File: src/rtl/sram_like_responder.sv
// sram_like_responder: target end of the SRAM-like req/addr_ok/data_ok interface.
// Accepts pipelined requests, drives a 1-cycle-latency synchronous SRAM and returns
// exactly one in-order data_ok per accepted request, with a minimum latency of two cycles.
// Optional build macro SRAM_LIKE_RAND_STALL_EN: a 16-bit LFSR randomly withholds addr_ok
// and data_ok to stress the master; ordering and response counts are unaffected.
module sram_like_responder #(
  parameter int unsigned DEPTH = 4  // max outstanding requests; power of 2, >= 2
) (
  input  logic        clk,
  input  logic        reset,
  input  logic        i_req,
  input  logic        i_wr,
  input  logic [1:0]  i_size,
  input  logic [3:0]  i_wstrb,
  input  logic [31:0] i_addr,
  input  logic [31:0] i_wdata,
  output logic        o_addr_ok,
  output logic        o_data_ok,
  output logic [31:0] o_rdata,
  output logic        o_ram_en,
  output logic [3:0]  o_ram_wen,
  output logic [31:0] o_ram_addr,
  output logic [31:0] o_ram_wdata,
  input  logic [31:0] i_ram_rdata
);

  localparam int unsigned PTR_W = $clog2(DEPTH);
  localparam logic [PTR_W:0] DEPTH_CNT = (PTR_W + 1)'(DEPTH);

  // Outstanding count covers the pending slot plus every FIFO entry, so it also bounds
  // FIFO occupancy and the FIFO can never overflow.
  logic [PTR_W:0]  r_out_cnt;
  logic [PTR_W:0]  r_wptr;
  logic [PTR_W:0]  r_rptr;
  logic            r_pend_vld;
  logic            r_pend_wr;
  logic [31:0]     r_mem [DEPTH];

  logic            w_acc_gate;
  logic            w_pop_gate;
  logic            w_addr_ok;
  logic            w_accept;
  logic            w_fifo_empty;
  logic            w_pop;
  logic            w_push;
  logic [31:0]     w_push_data;

  // Transfer size is informational only; byte lanes come from wstrb.
  logic            w_unused_size;
  assign w_unused_size = ^i_size;

`ifdef SRAM_LIKE_RAND_STALL_EN
  logic [15:0] r_lfsr;

  // Fibonacci LFSR, taps 16,14,13,11; free-running source of random stalls.
  always_ff @(posedge clk) begin
    if (reset) begin
      r_lfsr <= 16'hACE1;
    end else begin
      r_lfsr <= {r_lfsr[14:0], r_lfsr[15] ^ r_lfsr[13] ^ r_lfsr[12] ^ r_lfsr[10]};
    end
  end

  assign w_acc_gate = r_lfsr[0];
  assign w_pop_gate = r_lfsr[1];
`else
  assign w_acc_gate = 1'b1;
  assign w_pop_gate = 1'b1;
`endif

  // Handshake decode: addr_ok looks at registered state only, never at req.
  always_comb begin
    w_addr_ok    = !reset && (r_out_cnt < DEPTH_CNT) && w_acc_gate;
    w_accept     = i_req && w_addr_ok;
    w_fifo_empty = (r_wptr == r_rptr);
    w_pop        = !reset && !w_fifo_empty && w_pop_gate;
    w_push       = !reset && r_pend_vld;
    w_push_data  = r_pend_wr ? 32'h0 : i_ram_rdata;
  end

  // Outputs: backend is driven straight from the accepted request in the same cycle.
  always_comb begin
    o_addr_ok   = w_addr_ok;
    o_data_ok   = w_pop;
    o_rdata     = w_pop ? r_mem[r_rptr[PTR_W-1:0]] : 32'h0;
    o_ram_en    = w_accept;
    o_ram_wen   = (w_accept && i_wr) ? i_wstrb : 4'h0;
    o_ram_addr  = i_addr;
    o_ram_wdata = i_wdata;
  end

  // Control state: outstanding count, pending slot and FIFO pointers.
  always_ff @(posedge clk) begin
    if (reset) begin
      r_out_cnt  <= '0;
      r_wptr     <= '0;
      r_rptr     <= '0;
      r_pend_vld <= 1'b0;
      r_pend_wr  <= 1'b0;
    end else begin
      unique case ({w_accept, w_pop})
        2'b10:   r_out_cnt <= r_out_cnt + 1'b1;
        2'b01:   r_out_cnt <= r_out_cnt - 1'b1;
        default: r_out_cnt <= r_out_cnt;
      endcase
      r_pend_vld <= w_accept;
      r_pend_wr  <= i_wr;
      if (w_push) begin
        r_wptr <= r_wptr + 1'b1;
      end
      if (w_pop) begin
        r_rptr <= r_rptr + 1'b1;
      end
    end
  end

  // Response storage: SRAM read data is captured the cycle after the request.
  always_ff @(posedge clk) begin
    if (w_push) begin
      r_mem[r_wptr[PTR_W-1:0]] <= w_push_data;
    end
  end

endmodule
File: config.mk
export PLATFORM = sky130hd
export DESIGN_NAME = sram_like_responder
export DESIGN_NICKNAME = d
export VERILOG_FILES = /design/src/rtl/sram_like_responder.sv
export SDC_FILE = /design/constraint.sdc
export NUM_CORES = 1
export LEC_CHECK = 0
export BUFFER_PORTS_ARGS = -buffer_cell sky130_fd_sc_hd__buf_2
export CORE_MARGIN = 4
export CORE_UTILIZATION = 51
export CTS_CLUSTER_DIAMETER = 100
export DETAILED_ROUTE_END_ITERATION = 16
export PLACE_DENSITY = 0.77
export SLEW_MARGIN = 20
export SYNTH_ARGS = -nofsm -noshare
export SYNTH_HDL_FRONTEND = slang
export SYNTH_SLANG_ARGS = --single-unit
File: constraint.sdc
create_clock -name clk -period 2.8 [get_ports clk]
set_input_delay 0.14 -clock clk [delete_from_list [all_inputs] [get_ports clk]]
set_output_delay 0.14 -clock clk [all_outputs]
set_load 0.03 [all_outputs]
==> results summary <==
The number of global-route vias before repair came out at 3324. The final-report setup violation count came out at 0. The worst setup path is captured at a flip-flop.

Before CTS, the worst setup slack after placement is 0.530 ns. The first global-routing pass estimated 18.3 mm of wire. The number of distinct library cells after synthesis came out at 30. The share of post-route cells with drive strength above 1 is 0.386. The initial standard-cell utilization of the core is 0.521.

The floorplan step defined a die boundary enclosing 14100 um2. The critical path in this run is classified as reg2reg. The diode insertion count for antenna repair is 0. After detailed placement, the total cell area comes to 6360 um2. The width of the chip is 119 um. After clock tree synthesis, the flow added hold-fix buffers numbering 2. The design internal power came out at 4400 uW. The data required time of the worst path came out at 3.14 ns. The total non-filler cell area in the finished layout is 7030 um2. Of the total power, the clock network draws 0.425. The sequential cell fraction of total power came out at 0.422.

The number of buffers inserted by port buffering came out at 78. The Yosys warning count is 0. The die is 119 um tall.

The total power divided by cell area is 819 nW/um2. TritonCTS built the clock tree. Buffers inserted during clock tree synthesis total 17. The number of primary I/O pins is 209.

For this run, the total global-route usage over all layers was measured as 0.175. The count of pins over their slew limit was 0. The count of cells resized by post-cts repair is 0. The post-synthesis instance total is 373. The area growth from synthesis to layout is 12.3%. For the pin with the worst max-slew slack, the measured transition is 0.911 ns.

The total number of nets in the final design came out at 516. The initial antenna violation count came out at 0. The leading cell type in the layout, fill and taps excluded is sky130_fd_sc_hd__edfxtp_1. The cell area after synthesis is 6260 um2.

The via count normalized by instance count came out at 5.48. After legalization and detailed placement, the total HPWL measured 7.25 mm. The final route contains 3081 vias.

The cell chosen for the clock root is sky130_fd_sc_hd__clkbuf_16. The class of the worst hold path is in2reg. The later pin in the worst-skew pair is clocked with a latency of 0.41 ns. The row count came out at 40.

STA puts the critical path data arrival time at 2.63 ns. The area inside the core boundary came out at 12000 um2. After layout, the worst setup slack is 0.510 ns.

The maximum fanout encountered on the critical timing path is 7. The first detailed-routing pass took 4 iterations. The DRC violations left is 0.

Summed over all failing endpoints, the final setup total negative slack is 0 ns. Entering global routing, the biggest net connects 33 pins. The number of sinks handled by clock tree synthesis is 141. The number of DRC markers in iteration 0 is 209. The clock edge transition at the registers on the reported setup and hold paths came out at 0.06 ns. The total overflow left after global routing is 0.

The share of the Yosys chip area taken by registers is 0.655. The remaining antenna violation count is 0. The switching power came out at 1360 uW. Of the total power, the share spent switching nets is 0.236.

The final clock period utilization by the worst path came out at 0.818. A synthesized cell averages 16.8 um2. Setup repair after global routing left no endpoint under its margin. The flow ran to the end, and the final reports show no timing, DRC or antenna violations.

The number of failing hold endpoints at the final stage is 0. The average routed wire per standard cell came out at 20.6 um. The nature of the critical path startpoint is a flip-flop. When the netlist entered floorplanning its net count stood at 486. The clock passes through at most 2 buffers.

Once the clock tree was built, the setup fixing pass inserted 0 buffers. The final worst clock skew came out at 0.00709 ns. VDD sags by at most 0.000637 V.

The synthesized design contains 141 register bits. Across the run, the number of max-cap violations was 0. Summed over all layers, the routed wires come to 11.6 mm. The leakage power summed over all cells is 0.00255 uW. The last weighted congestion value of the routability-driven placer is 0.694. The time the final worst path needs with I/O delays and setup is 2.29 ns. The share of total power dissipated in combinational logic is 0.153. The worst-case headroom to the max-slew limit is 0.393. The fmax came out at 437 MHz. The H-tree was split into 4 levels. The top cell types in the final layout, fill and taps aside, are sky130_fd_sc_hd__edfxtp_1 (128), sky130_fd_sc_hd__buf_2 (78), sky130_fd_sc_hd__nor2b_1 (66).
[area by class of cell]
class / instances / area [um2]
Fill cell: 908 / 4980
Sequential cell: 141 / 4110
Multi-Input combinational cell: 148 / 1550
Timing Repair Buffer: 90 / 523
Clock buffer: 18 / 429
Clock inverter: 13 / 221
Tap cell: 147 / 184
Inverter: 5 / 18.8
[metal layers]
metal  share of wire  up-vias  GRT usage
met2            0.53       97      0.291
met5               0        -          0
met1            0.38     1566      0.199
met4           0.033        0     0.0956
met3           0.059       50     0.0598
li1                -     1368          -
[cells in the mapped netlist (all sizes together)]
| cell type | instances | area share |
|---|---|---|
| or3 | 1 | 0.0010 |
| buf | 74 | 0.092 |
| mux4 | 32 | 0.12 |
| nand2 | 4 | 0.0024 |
| xnor2 | 2 | 0.0028 |
| nor3b | 1 | 0.0012 |
| fa | 1 | 0.0032 |
| clkbuf | 5 | 0.0030 |
| ha | 6 | 0.012 |
| and2 | 6 | 0.0060 |
| o2111ai | 1 | 0.0014 |
| mux2i | 3 | 0.0048 |
| inv | 5 | 0.0030 |
| xor2 | 5 | 0.011 |
| nand2b | 1 | 0.0010 |
| o311a | 2 | 0.0032 |
| or4 | 1 | 0.0012 |
| nor2b | 66 | 0.066 |
| and3 | 4 | 0.0040 |
| o31ai | 1 | 0.0034 |
| dfxtp | 13 | 0.042 |
| a21oi | 1 | 0.00080 |
| edfxtp | 128 | 0.61 |
| nor3 | 1 | 0.00080 |
| nor2 | 6 | 0.0036 |
| o21ai | 3 | 0.0024 |
[through the flow]
step,instances,hold slack (ns),power (uW),utilization
after detailed placement,529,0.280,3370,0.530
after floorplan,373,0.262,3330,-
final,562,0.0433,5760,0.586
after global placement,529,0.280,3350,0.530
after global routing,562,0.0674,6010,0.586
after CTS,562,0.0252,5830,0.586
[final timing paths]
path                              startpoint           end  slack [ns]  cells past startpoint
worst max register to register     r_wptr[1]  r_out_cnt[2]        0.51                      8
worst min-delay path                   reset     r_wptr[1]        0.04                      2
worst min register to register  r_out_cnt[2]  r_out_cnt[2]        0.51                      2
worst max-delay path               r_wptr[1]  r_out_cnt[2]        0.51                      8
[critical path: stages (launching register included)]
cell and delay (ns):
sky130_fd_sc_hd__dfxtp_1 0.43, sky130_fd_sc_hd__xor2_2 0.17, sky130_fd_sc_hd__o31ai_4 0.31, sky130_fd_sc_hd__inv_2 0.05, sky130_fd_sc_hd__ha_1 0.23, sky130_fd_sc_hd__fa_1 0.40
sky130_fd_sc_hd__xnor2_1 0.15, sky130_fd_sc_hd__or3_1 0.30, sky130_fd_sc_hd__a21oi_1 0.16
[logic make-up after synthesis]
family	count (synthesis)	share of synthesized area
xor+xnor	7	0.0134
buf+inv	84	0.0977
simple gates	91	0.0871
flops	141	0.655
fa+ha+maj	7	0.0152
mux	35	0.120
compound gates	8	0.0112
[power by group through the flow]
| stage | logic (uW) | registers (uW) | clock network, uW |
|---|---|---|---|
| floorplan | 879 | 2450 | 0 |
| global placement | 879 | 2470 | 0 |
| detailed placement | 892 | 2480 | 0 |
| CTS | 901 | 2440 | 2490 |
| global route | 960 | 2440 | 2610 |
| finish | 880 | 2430 | 2450 |
[sequential cells by signal, indices dropped and copies added (netlist names), named ones only]
name and flops:
r_mem 128, r_pend_vld 1, r_wptr 3, r_out_cnt 3
r_rptr 3, r_pend_wr 1
Note: power is estimated with default switching activity, not from simulation.
